`src/rtl/bram_fifo_2psync_if.sv`:
```
// Stream and external-BRAM signal bundle for bram_fifo_2psync.
// The slave modport is the FIFO controller view; master is the surrounding system view.
interface bram_fifo_2psync_if #(
  parameter int ADDR = 10,
  parameter int DATA = 8
);

  logic [DATA-1:0] in_data;
  logic            in_valid;
  logic            in_ready;

  logic [DATA-1:0] out_data;
  logic            out_valid;
  logic            out_ready;

  logic [ADDR:0]   level;

  logic            ram_we;
  logic [ADDR-1:0] ram_waddr;
  logic [DATA-1:0] ram_wdata;
  logic [ADDR-1:0] ram_raddr;
  logic [DATA-1:0] ram_rdata;

  modport slave (
    input  in_data, in_valid, out_ready, ram_rdata,
    output in_ready, out_data, out_valid, level,
           ram_we, ram_waddr, ram_wdata, ram_raddr
  );

  modport master (
    output in_data, in_valid, out_ready, ram_rdata,
    input  in_ready, out_data, out_valid, level,
           ram_we, ram_waddr, ram_wdata, ram_raddr
  );

endinterface

```
`src/rtl/bram_fifo_2psync.sv`:
```
// Synchronous FIFO controller for an external two-port BRAM with a 2-entry output stage.
// Define BRAM_FIFO_LEVEL_EN to build the occupancy counter on level; otherwise level is tied to 0.
module bram_fifo_2psync #(
  parameter int ADDR = 10,
  parameter int DATA = 8
) (
  input  logic              clk,
  input  logic              reset,
  bram_fifo_2psync_if.slave bus
);

  localparam logic [ADDR:0] PTR_ONE   = {{ADDR{1'b0}}, 1'b1};
  localparam logic [ADDR:0] PTR_ZERO  = {(ADDR+1){1'b0}};
  localparam logic [ADDR:0] RAM_WORDS = {1'b1, {ADDR{1'b0}}};

  logic [ADDR:0]   wp_q, wp_d;
  logic [ADDR:0]   rp_q, rp_d;
  logic [1:0]      occ_q, occ_d;
  logic            pend_q, pend_d;
  logic [DATA-1:0] head_q, head_d;
  logic [DATA-1:0] skid_q, skid_d;
  logic            out_valid_q, out_valid_d;

  logic [ADDR:0]   rc_s;
  logic            ram_full_s;
  logic            ram_empty_s;
  logic            in_ready_s;
  logic            accept_s;
  logic            pop_s;
  logic            issue_s;
  logic [1:0]      occ_after_s;
  logic [2:0]      proj_s;

  assign rc_s        = wp_q - rp_q;
  assign ram_full_s  = (rc_s == RAM_WORDS);
  assign ram_empty_s = (rc_s == PTR_ZERO);
  assign in_ready_s  = ~reset & ~ram_full_s;
  assign accept_s    = bus.in_valid & in_ready_s;
  assign pop_s       = out_valid_q & bus.out_ready;

  // Stage fill after this cycle's pop plus the word already on its way back from RAM.
  assign occ_after_s = occ_q - {1'b0, pop_s};
  assign proj_s      = {1'b0, occ_after_s} + {2'b00, pend_q};
  assign issue_s     = ~ram_empty_s & (proj_s < 3'd2);

  assign bus.in_ready  = in_ready_s;
  assign bus.ram_we    = accept_s;
  assign bus.ram_waddr = wp_q[ADDR-1:0];
  assign bus.ram_wdata = bus.in_data;
  assign bus.ram_raddr = rp_q[ADDR-1:0];
  assign bus.out_data  = head_q;
  assign bus.out_valid = out_valid_q;

  // Next-state for pointers and the head/skid output stage.
  always_comb begin
    wp_d        = wp_q;
    rp_d        = rp_q;
    head_d      = head_q;
    skid_d      = skid_q;
    pend_d      = 1'b0;
    occ_d       = 2'd0;
    out_valid_d = 1'b0;

    if (accept_s) begin
      wp_d = wp_q + PTR_ONE;
    end else begin
      wp_d = wp_q;
    end

    if (issue_s) begin
      rp_d = rp_q + PTR_ONE;
    end else begin
      rp_d = rp_q;
    end

    if (pop_s && (occ_q == 2'd2)) begin
      head_d = skid_q;
    end else if (pend_q && (occ_after_s == 2'd0)) begin
      head_d = bus.ram_rdata;
    end else begin
      head_d = head_q;
    end

    if (pend_q && (occ_after_s == 2'd1)) begin
      skid_d = bus.ram_rdata;
    end else begin
      skid_d = skid_q;
    end

    pend_d      = issue_s;
    occ_d       = proj_s[1:0];
    out_valid_d = (proj_s != 3'd0);
  end

  // State registers; reset discards contents and any in-flight read immediately.
  always_ff @(posedge clk or posedge reset) begin
    if (reset) begin
      wp_q        <= PTR_ZERO;
      rp_q        <= PTR_ZERO;
      occ_q       <= 2'd0;
      pend_q      <= 1'b0;
      head_q      <= {DATA{1'b0}};
      skid_q      <= {DATA{1'b0}};
      out_valid_q <= 1'b0;
    end else begin
      wp_q        <= wp_d;
      rp_q        <= rp_d;
      occ_q       <= occ_d;
      pend_q      <= pend_d;
      head_q      <= head_d;
      skid_q      <= skid_d;
      out_valid_q <= out_valid_d;
    end
  end

`ifdef BRAM_FIFO_LEVEL_EN
  logic [ADDR:0] level_q, level_d;

  // Word count across RAM, pending read and output stage.
  always_comb begin
    level_d = level_q;
    case ({accept_s, pop_s})
      2'b10:   level_d = level_q + PTR_ONE;
      2'b01:   level_d = level_q - PTR_ONE;
      default: level_d = level_q;
    endcase
  end

  // Level register.
  always_ff @(posedge clk or posedge reset) begin
    if (reset) begin
      level_q <= PTR_ZERO;
    end else begin
      level_q <= level_d;
    end
  end

  assign bus.level = level_q;
`else
  assign bus.level = PTR_ZERO;
`endif

endmodule
```
`src/flat_wrapper.sv`:
```
// flat-port wrapper written by rule: the top's interface ports become plain ports
module bram_fifo_2psync_flat 
#(
  parameter int ADDR = 10,
  parameter int DATA = 8
)
  (clk, reset, bus_in_data, bus_in_valid, bus_out_ready, bus_ram_rdata, bus_in_ready, bus_out_data, bus_out_valid, bus_level, bus_ram_we, bus_ram_waddr, bus_ram_wdata, bus_ram_raddr);
  bram_fifo_2psync_if #(.ADDR(ADDR), .DATA(DATA)) bus_i ();
  input  logic clk;
  input  logic reset;
  input wire logic [$bits(bus_i.in_data)-1:0] bus_in_data;
  input wire logic [$bits(bus_i.in_valid)-1:0] bus_in_valid;
  input wire logic [$bits(bus_i.out_ready)-1:0] bus_out_ready;
  input wire logic [$bits(bus_i.ram_rdata)-1:0] bus_ram_rdata;
  output wire logic [$bits(bus_i.in_ready)-1:0] bus_in_ready;
  output wire logic [$bits(bus_i.out_data)-1:0] bus_out_data;
  output wire logic [$bits(bus_i.out_valid)-1:0] bus_out_valid;
  output wire logic [$bits(bus_i.level)-1:0] bus_level;
  output wire logic [$bits(bus_i.ram_we)-1:0] bus_ram_we;
  output wire logic [$bits(bus_i.ram_waddr)-1:0] bus_ram_waddr;
  output wire logic [$bits(bus_i.ram_wdata)-1:0] bus_ram_wdata;
  output wire logic [$bits(bus_i.ram_raddr)-1:0] bus_ram_raddr;
  assign bus_i.in_data = bus_in_data;
  assign bus_i.in_valid = bus_in_valid;
  assign bus_i.out_ready = bus_out_ready;
  assign bus_i.ram_rdata = bus_ram_rdata;
  assign bus_in_ready = bus_i.in_ready;
  assign bus_out_data = bus_i.out_data;
  assign bus_out_valid = bus_i.out_valid;
  assign bus_level = bus_i.level;
  assign bus_ram_we = bus_i.ram_we;
  assign bus_ram_waddr = bus_i.ram_waddr;
  assign bus_ram_wdata = bus_i.ram_wdata;
  assign bus_ram_raddr = bus_i.ram_raddr;
  bram_fifo_2psync #(.ADDR(ADDR), .DATA(DATA)) u_core (.clk(clk), .reset(reset), .bus(bus_i));
endmodule
```
`config.mk`:
```
export PLATFORM = sky130hd
export DESIGN_NAME = bram_fifo_2psync_flat
export DESIGN_NICKNAME = d
export VERILOG_FILES = /design/src/rtl/bram_fifo_2psync_if.sv /design/src/rtl/bram_fifo_2psync.sv /design/src/flat_wrapper.sv
export SDC_FILE = /design/constraint.sdc
export NUM_CORES = 1
export LEC_CHECK = 0
export ABC_AREA = 1
export CAP_MARGIN = 20
export CORE_ASPECT_RATIO = 1.5
export CORE_MARGIN = 2
export CORE_UTILIZATION = 50
export DETAILED_ROUTE_END_ITERATION = 16
export PLACE_DENSITY = 0.79
export SETUP_SLACK_MARGIN = 0.4
export SLEW_MARGIN = 25
export SYNTH_ARGS = -nofsm -noshare
export SYNTH_HDL_FRONTEND = slang
export SYNTH_SLANG_ARGS = --single-unit
```
`constraint.sdc`:
```
create_clock -name clk -period 5.2 [get_ports clk]
set_clock_uncertainty 0.2 [all_clocks]
set_input_delay 0.78 -clock clk [delete_from_list [all_inputs] [get_ports clk]]
set_output_delay 0.78 -clock clk [all_outputs]
set_load 0.03 [all_outputs]
```
==> impl_metrics.ini <==
[status]
outcome = complete, no violations

[timing]
setup_tns_ps = 0
drv_slew = 0
setup_ws_ps = 1130
max_slew_margin_pct = 55.6
setup_viol = 0
fin_crit_ps = 4070
min_period_over_period_pct = 78.3
fin_hold_ws_ps = 297
hold_viol = 0
tightestPinTransition_ps = 666
fmax_mhz = 246
rsz0062_at_grt = false

[power]
switchingPower_mw = 1.05
peakVddDrop_uv = 332
netSwitchingFraction_pct = 49.7
p_int_mw = 1.06
seq_power_share_pct = 26.4
power_frac_comb_pct = 61.7
power_density_nw_per_um2 = 599
power.leakage_nw = 1.85
clkPwrFrac_pct = 11.9

[logic_synthesis]
async_flop_share_pct = 100
syn_avg_cell_area_um2 = 7.68
ys_warn_count = 0
synth_area_leader_cell = dfrtp_1
synth_top_cell_area_share_pct = 32.9
synth_ff_type = dfrtp_1
synth_edf_count = 0
syn-cell-area_um2 = 3200
synth_cells = 416
ys_seq_area_share_pct = 32.9
ys_top_cells_by_area = dfrtp_1, nand2_1, buf_4
yosysUniqueCellTypes = 38
ys_seq_elements = 42

[critical_path]
regToRegSetupSlack_ps = 2640
cp_cell_sequence = inv_1 > ha_1 > or2_4 > nand3_1 > nand2_1 > nand2_1 > nor2_2 > nand2_2 > nor2_8 > nand3_4 > nand3_2 > inv_1 > clkdlybuf4s50_1
critPathLaunchType = flip-flop
crit_buf_inv = 3
crit-reg2reg-launch = u_core.rp_q[2]
cp_slowest_cell = clkdlybuf4s50_1
crit_required_ps = 4220
r2r-end = u_core.rp_q[8]
worstPathArrival_ps = 3090
rr_worst_depth = 12
slowest_delay_ps = 670
endpoint_kind = output port
crit_cells = 13
critPathTopFamily = simple AND/OR/NAND/NOR gates
cp_max_fo = 15
criticalPathCategory = flip-flop to output port

[final_layout]
final_cell_mix = nand2_1, inv_1, clkdlybuf4s50_1, dfrtp_1, nand3_1
fin_nets = 464
final_area_um2 = 3510
n_antenna_cell = 0
utilization_pct = 56.9
nFillCells = 569
drive_gt1_share_pct = 9.79
synthToLayoutAreaGrowth_pct = 9.86
layout_commonest_cell = nand2_1

[global_routing]
first_global_vias = 2507
antenna_found_initial = 0
grt_usage_pct = 19.9
grt_max_degree = 55
grt_pass1_wl_um = 11400
grt_overflow = 0

[die]
fp.dieH_um = 102
initial_core_util_pct = 51.8
row_count = 35
die_x_um = 69.3
pin_count = 70
coreArea_um2 = 6170
dieArea_um2 = 7060

[clock_tree]
h-tree-depth = 2
cts_tree = done
cts_resized = 0
postCtsSetupBuffers = 0
clock_latency_ps = 290
cts_buffer_depth = 2
path_clk_slew_ps = 80
clock-root-buffer = clkbuf_8
ctsHoldBuffers = 0
cts_sinks = 42
cts_buffers = 5

[worst_hold_path]
worst_hold_startpoint = u_core.skid_q[0]
holdCritPathClass = flip-flop to flip-flop
min_to = u_core.skid_q[0]
whs_path_depth = 2

[drt]
drt_iter0_drc = 118
postRouteAntennaNets = 0
vias = 2634
wirelength_um = 6790
viasPerCell = 5.24
dr.pass1.iters = 4
drc = 0
avgRoutedWirePerCell_um = 13.5

[place]
placed_cell_area_um2 = 3400
post-dp-hpwl_um = 5090
preCtsSetupSlack_ps = 1460
numPortBuffers = 42
gp_congestion = 0.960

[run]
max_cap_viol_count = 0
-- through the flow --
stage               power, mW  std cells
floorplan                1.62        426
global placement         1.82        495
detailed placement       1.85        495
CTS                      2.11        503
global route             2.29        503
finish                   2.10        503
-- synth_stat cells (4+ instances only) --
library cell / instances
xnor2_1: 4
nand3_1: 33
nor2_1: 18
nand4_1: 22
nand2_2: 12
mux2_2: 6
buf_4: 40
o21ai_0: 4
dfrtp_1: 42
a31oi_1: 6
xor2_1: 14
inv_1: 53
nor3_1: 7
ha_1: 16
nand2_1: 103
-- power by group through the flow --
stage	sequential, mW	clock (mW)	combinational [mW]
after floorplan	0.586	0	1.03
after global placement	0.557	0	1.27
after detailed placement	0.560	0	1.29
final	0.556	0.249	1.30
after CTS	0.556	0.255	1.29
after global routing	0.572	0.264	1.45
-- final cells by class --
cell class | instances | area, um2 | area share (%)
clock buffer | 8 | 110 | 3.14
tap | 74 | 92.6 | 2.64
sequential | 42 | 1050 | 29.9
multi-input combinational | 280 | 1620 | 46.1
inverter | 56 | 210 | 5.99
timing repair buffer | 43 | 428 | 12.2
-- how the worst max path moves through the flow --
stage,end,start
after floorplan,bus_in_ready,reset
final,bus_ram_we,u_core.rp_q[2]
after CTS,bus_ram_we,u_core.rp_q[2]
after global routing,bus_ram_we,u_core.rp_q[2]
after global placement,bus_ram_we,u_core.rp_q[2]
after detailed placement,bus_ram_we,u_core.rp_q[2]
-- routing by layer --
metal | share of wire (%) | up-vias | global-route usage, %
met5 | 0 | - | 0
met4 | 2.5 | 0 | 9.05
met3 | 5.1 | 14 | 4.14
met2 | 52 | 78 | 36.1
met1 | 40 | 1240 | 22.5
li1 | - | 1302 | -
-- cell families (layout without fill, tap and decap cells) --
| kind of cell | after synthesis | in the layout | share of synthesized area (%) |
|---|---|---|---|
| flops | 42 | 42 | 32.9 |
| other cells | 1 | 11 | 0.117 |
| buf+inv | 104 | 107 | 17.7 |
| simple gates | 209 | 209 | 32.1 |
| mux | 6 | 6 | 2.11 |
| fa+ha+maj | 16 | 16 | 6.26 |
| compound gates | 20 | 20 | 3.91 |
| xor+xnor | 18 | 18 | 4.93 |
-- worst min-delay path: cells and delay by family (launching register included) --
family             cells  cell delay (ps)
AOI/OAI and AO/OA      1               60
DFF                    1              350
and+or+nand+nor        1               50
-- flip-flops by register name, summed over array words and instances (netlist names) --
name / count
u_core.bus.out_data: 8
u_core.bus.out_valid: 1
u_core.occ_q: 2
u_core.pend_q: 1
u_core.rp_q: 11
u_core.skid_q: 8
u_core.wp_q: 11
Power figures use the tool's default switching activity.
